===== config.mk =====
export PLATFORM = sky130hd
export DESIGN_NAME = seq_mul_unit
export DESIGN_NICKNAME = d
export VERILOG_FILES = /design/src/rtl/seq_mul_unit.sv
export SDC_FILE = /design/constraint.sdc
export NUM_CORES = 1
export LEC_CHECK = 0
export ABC_AREA = 1
export BUFFER_PORTS_ARGS = -buffer_cell sky130_fd_sc_hd__buf_2
export CAP_MARGIN = 20
export CORE_UTILIZATION = 50
export CTS_CLUSTER_SIZE = 25
export DETAILED_ROUTE_END_ITERATION = 8
export GPL_TIMING_DRIVEN = 0
export PLACE_DENSITY_LB_ADDON = 0.15
export SYNTH_ARGS = -nofsm -noshare
export SYNTH_HDL_FRONTEND = slang
export SYNTH_SLANG_ARGS = --single-unit

===== constraint.sdc =====
create_clock -name clk -period 2.8 [get_ports clk]
set_input_delay 0.28 -clock clk [delete_from_list [all_inputs] [get_ports clk]]
set_output_delay 0.28 -clock clk [all_outputs]
set_load 0.005 [all_outputs]

===== src/rtl/seq_mul_unit.sv =====
// Iterative shift-and-add multiplier for RV32M MUL/MULH/MULHSU/MULHU.
// Magnitudes are multiplied over N cycles, then the sign is restored in one fix-up cycle.
module seq_mul_unit #(
  parameter int N = 32
) (
  input  logic         clk,
  input  logic         rst_n,
  input  logic         start,
  input  logic [1:0]   funct,
  input  logic [N-1:0] a,
  input  logic [N-1:0] b,
  input  logic         flush,
  output logic         busy,
  output logic         done,
  output logic [N-1:0] result
);

  localparam int CW = $clog2(N) + 1;

  typedef enum logic [1:0] {IDLE, CALC, FIX, DONE} state_t;

  state_t          state_q;
  logic [N-1:0]    acc_hi_q, acc_lo_q, mcand_q, result_q;
  logic [CW-1:0]   cnt_q;
  logic            neg_q, done_q;
  logic [1:0]      funct_q;

  logic            a_signed_d, b_signed_d, a_neg_d, b_neg_d;
  logic [N-1:0]    mcand_d, mplier_d;
  logic [N:0]      sum_d;
  logic [2*N-1:0]  prod_d;

  // Operand conditioning for the request seen in IDLE, plus the per-iteration adder.
  always_comb begin
    a_signed_d = (funct == 2'b01) || (funct == 2'b10);
    b_signed_d = (funct == 2'b01);
    a_neg_d    = a_signed_d & a[N-1];
    b_neg_d    = b_signed_d & b[N-1];
    mcand_d    = a_neg_d ? -a : a;
    mplier_d   = b_neg_d ? -b : b;
    sum_d      = acc_lo_q[0] ? ({1'b0, acc_hi_q} + {1'b0, mcand_q}) : {1'b0, acc_hi_q};
    prod_d     = neg_q ? -{acc_hi_q, acc_lo_q} : {acc_hi_q, acc_lo_q};
  end

  always_ff @(posedge clk or negedge rst_n) begin
    if (!rst_n) begin
      state_q  <= IDLE;
      acc_hi_q <= '0;
      acc_lo_q <= '0;
      mcand_q  <= '0;
      result_q <= '0;
      cnt_q    <= '0;
      neg_q    <= 1'b0;
      done_q   <= 1'b0;
      funct_q  <= 2'b00;
    end else begin
      done_q <= 1'b0;
      case (state_q)
        IDLE: begin
          if (start && !flush) begin
            funct_q  <= funct;
            mcand_q  <= mcand_d;
            acc_hi_q <= '0;
            acc_lo_q <= mplier_d;
            neg_q    <= a_neg_d ^ b_neg_d;
            cnt_q    <= '0;
            state_q  <= CALC;
          end
        end
        CALC: begin
          if (flush) begin
            state_q <= IDLE;
          end else begin
            // The adder carry becomes the new MSB as the accumulator shifts right.
            {acc_hi_q, acc_lo_q} <= {sum_d, acc_lo_q[N-1:1]};
            cnt_q <= cnt_q + CW'(1);
            if (cnt_q == CW'(N - 1)) state_q <= FIX;
          end
        end
        FIX: begin
          if (flush) begin
            state_q <= IDLE;
          end else begin
            result_q <= (funct_q == 2'b00) ? prod_d[N-1:0] : prod_d[2*N-1:N];
            done_q   <= 1'b1;
            state_q  <= DONE;
          end
        end
        default: state_q <= IDLE;
      endcase
    end
  end

  assign busy   = (state_q != IDLE);
  assign done   = done_q;
  assign result = result_q;

endmodule


Word level (Yosys, flattened, before mapping)
Cells that the tools add are included.
{ "totals": {"ff_bits": 140, "input_bits": 70, "output_inout_bits": 34, "wordCells": 58} }
{ "op_classes": {"add_sub_neg": 5, "eq_ne": 8, "mux": 21, "bitwise": 4, "n_reduce_logical": 11} }
{ "ops": {"columns": ["op", "n"], "rows": [
  ["$mux 32", 7],
  ["$pmux 32 s2", 2],
  ["$mux 64", 1],
  ["$neg 32->32", 2],
  ["$neg 64->64", 1],
  ["$add 32x32->33", 1],
  ["$mux 33", 1],
  ["$mux 6", 2],
  ["$pmux 6 s2", 1],
  ["$mux 2", 4],
  ["$add 6x1->6 const B", 1],
  ["$eq 6x5->1 const B", 1],
  ["$pmux 2 s3", 1],
  ["$reduce_and 2->1", 3],
  ["$eq 2x1->1 const B", 2],
  ["$eq 2x2->1 const B", 2],
  ["$logic_not 2->1", 2],
  ["$ne 2x2->1 const B", 2],
  ["$reduce_bool 2->1", 2],
  ["$ne 3x3->1 const B", 1],
  ["$reduce_and 3->1", 1],
  ["$and 1x1->1", 2],
  ["$mux 1", 2],
  ["$logic_and 1x1->1", 1],
  ["4 further kinds", 4]
]} }

Depth between registers and ports, before layout
{ "depth": {"word_depth": 5, "ltp_mapped": 16, "depth_no_buf": 16} }

Worst setup path after synthesis
No wires, ideal clock.
{ "synth_path": {"path_kind": "register to register", "start": "reg acc_lo_q[0]", "end": "reg result_q[4] (netlist: result[4])", "setup_ns": 0.120, "t_arrival_ns": 1.944, "required_time_ns": 2.680, "path_slack_ns": 0.735, "stages_incl_launch_ff": 14, "path_buffers": 2, "synth_period_minus_slack_ns": 2.065, "path_cell_list": "dfrtp_1 > buf_6 > clkinv_2 > clkbuf_1 > ha_1 > nand2_1 > nor2_4 > nand3_2 > o21ai_4 > nand2_1 > nand2_1 > nor2_1 > o21ai_1 > nand2_1"} }
{ "synth_between": {"elab_chain_cells": 3} }
{ "synth_rtl": {"columns": ["element", "line", "source"], "rows": [
  ["start: declaration", "23", "logic [N-1:0] acc_hi_q, acc_lo_q, mcand_q, result_q;"],
  ["start signal: assignment", "64", "acc_lo_q <= mplier_d;"],
  ["start signal: assignment", "75", "{acc_hi_q, acc_lo_q} <= {sum_d, acc_lo_q[N-1:1]};"],
  ["$neg 64->64", "42", "prod_d = neg_q ? -{acc_hi_q, acc_lo_q} : {acc_hi_q, acc_lo_q};"],
  ["$mux 64", "42", null],
  ["$mux 32", "84", "result_q <= (funct_q == 2'b00) ? prod_d[N-1:0] : prod_d[2*N-1:N];"],
  ["end signal: assignment", "84", null],
  ["end: declaration", "23", null]
]} }
Every way passes these cells.
A chain may end at the register's enable or synchronous reset.

Worst setup path after layout
{ "layout_path": {"start": "reg acc_lo_q[0]", "end": "reg result_q[14] (netlist: result[14])"} }
The elaborated chain is that of the path after synthesis.

==> flow_summary.yaml <==
outcome:
  status: "complete, no violations"
critical_path:
  critical_path.max_fanout: 15
  cp_slowest_cell: "dfrtp_1"
  crit_type: "flop to flop"
  cp.required_ns: 3.16
  worst_setup_path_start_kind: "flop"
  worstPathCellList: "buf_6, clkinv_2, ha_1, nand3_1, nor2_2, nand3_1, nand2_2, nand2_1, o21ai_1, nand3_1, a21boi_1"
  crit_top_cell: "nand3_1"
  startpoint: "acc_lo_q[0]"
  crit_arrival_ns: 2.91
  worstReg2RegStart: "acc_lo_q[0]"
  cp_num_cells: 11
  ff2ff_path_depth: 11
  slowest_delay_ns: 0.38
  r2r_slack_ns: 0.24
  reg2reg_to: "result[14]"
  crit_end: "result[14]"
  cp-end-kind: "flop"
  worstPathBufferInverterCount: 2
  crit_family: "simple AND/OR/NAND/NOR gates"
finish:
  final_common_cell: "nand2_1"
  syn_to_final_growth_pct: 12.7
  layout-drive-gt1-share_pct: 9.67
  n_antenna_cell: 0
  fin_nets: 2259
  post-route-cell-area_um2: 13900
  post-route-util_pct: 57.4
  final_cell_mix: "nand2_1, nor2_1, inv_1, nand3_1, o21ai_0"
timing:
  slew_violations: 0
  max_freq_ghz: 0.391
  setup-violations-final: 0
  timing.final.crit_share_pct: 91.4
  finalCriticalPeriod_ns: 2.56
  fin_worst_skew_ns: 0.0163
  rsz0062_at_grt: "no"
  slew_headroom_pct: 35.6
  tightest_slew_ns: 0.962
  finalHoldViolations: 0
clock_tree:
  cts_resized: 0
  clk_pin_slew_ns: 0.06
  clk_latency_ns: 0.44
  clock_path_buffers: 2
  tritoncts: "built"
  clock_sinks: 140
  htreeDepth: 4
  clock_tree.root_cell: "clkbuf_16"
  cts_buffers: 17
global_routing:
  grt_max_degree: 95
  grt_util_all_layers_pct: 38.5
  overflow: 0
  grt_pass1_wl_um: 74700
  antenna_found_initial: 0
  grt_pass1_vias: 13500
floorplanning:
  rows: 57
  die_w_um: 159
  die_area_um2: 25300
  start_util_pct: 50.9
  num_io_pins: 104
  die_h_um: 159
  core-area_um2: 24200
synthesis:
  ys_seq_area_share_pct: 28.4
  synthDistinctLibCells: 50
  synth_cells: 2028
  synth_area_um2: 12400
  synth_largest_area_cell: "dfrtp_1"
  ys_ff_latch: 140
  ys_warn_count: 0
  ys_top_cells_by_area: "dfrtp_1, nand2_1, nor2_1, inv_1, nand3_1"
  synth-edff-count: 0
  synth_ff_type: "dfrtp_1"
  synth_top_cell_area_share_pct: 28.4
  avgSynthCellArea_um2: 6.09
  async_reset_ff_share_pct: 100
  syn_nets: 2136
drt:
  first_iter_violations: 1424
  wire_per_inst_um: 19.2
  post-route-drc-count: 0
  firstDrtPassIters: 8
  drt-total-wl_um: 47800
  antenna_left: 0
  vias_per_cell: 5.68
  vias: 14100
power_and_ir_drop:
  vdd_ir_drop_max_mv: 0.491
  p_leak_nw: 6.89
  powerDensity_nw_per_um2: 1080
placed_design:
  dpl_cell_area_um2: 13300
  gp_congestion: 1.02
  port_buffers: 103
  dp_hpwl_um: 38800
min_path:
  hp-class: "input pin to flop"
flow_run:
  drv_cap: 0
==> final cells by class <==
cell class	instances	area, um^2
clock inverter	11	160
clock buffer	19	443
buffer	62	264
inverter	229	861
timing repair buffer	105	559
fill	2523	10300
tap	324	405
sequential	140	3500
multi-input combinational	1596	7720
==> worst min path at each step <==
stage / from / endpoint / slack, ns / cells after the start
6_report: funct[0] / funct_q[0] / 0.07 / 3
2_1_floorplan: rst_n / acc_hi_q[0] / -0.02 / 0
5_1_grt: funct[0] / funct_q[0] / 0.09 / 3
3_3_place_gp: result[1] / result[1] / 0.46 / 2
3_5_place_dp: rst_n / acc_lo_q[19] / 0.24 / 1
4_1_cts: funct[0] / funct_q[0] / 0.06 / 3
==> timing repair <==
action / in CTS / in global routing
hold endpoints to repair: 46 / 0
hold buffers: 1 / 0
buffers inserted: 0 / 0
setup endpoints to repair: 15 / 0
==> metrics by stage <==
step / worst slack [ns] / TNS [ns] / hold slack [ns] / total power, mW / instances
after global routing: 0.0203 / 0 / 0.0915 / 16.1 / 2486
final: 0.242 / 0 / 0.0684 / 15.0 / 2486
after floorplan: 0.735 / 0 / -0.0156 / 9.32 / 2028
after detailed placement: -0.139 / -0.917 / 0.240 / 12.3 / 2456
after global placement: -0.541 / -73.93 / 0.461 / 12.2 / 2455
after CTS: 0.255 / 0 / 0.0595 / 14.8 / 2486
==> flip-flops by register name, indices dropped and copies added (netlist names) <==
| register | cells |
|---|---|
| funct_q | 2 |
| neg_q | 1 |
| acc_lo_q | 32 |
| state_q | 2 |
| mcand_q | 32 |
| done | 1 |
| cnt_q | 6 |
| acc_hi_q | 32 |
| result | 32 |
==> synthesized netlist by cell type, types with 9 or more instances <==
cell type / count
ha_1: 37
xor2_1: 23
dfrtp_1: 140
a2bb2oi_1: 9
o21ai_1: 18
o211ai_1: 24
buf_2: 19
nor2_1: 269
nand2_1: 598
nor3_1: 16
nand3_1: 165
a21oi_1: 142
clkbuf_1: 40
nand4_1: 25
o21ai_0: 156
a21boi_1: 10
or2_2: 17
a31oi_1: 10
nand3b_1: 9
xnor2_1: 9
inv_1: 223
==> per-layer routing <==
layer | vias up | share of wire, % | track usage [%]
met1 | 6531 | 41 | 48.0
met3 | 140 | 6.7 | 5.29
met2 | 592 | 46 | 64.1
met4 | 0 | 6.0 | 21.8
met5 | - | 0 | 0
li1 | 6869 | - | -
==> report_power, final <==
| group | leakage [nW] | switching (mW) | internal, mW |
|---|---|---|---|
| registers | 1.74 | 1.10 | 2.89 |
| clock network | 0.288 | 0.978 | 1.43 |
| logic | 4.86 | 5.90 | 2.73 |
| total | 6.89 | 7.98 | 7.05 |
==> kinds of logic after synthesis <==
group / share of synthesized area, %
AOI/OAI and AO/OA: 17.6
xor gates and xnor gates: 2.27
adders and majority gates: 3.91
buffers and inverters: 9.14
DFF: 28.4
and+or+nand+nor: 38.7
==> worst min-delay path, cell delays in order <==
cell     delay, ns
buf_2         0.09
nand2_1       0.05
nand2_1       0.04
Note: power is estimated with default switching activity, not from simulation.
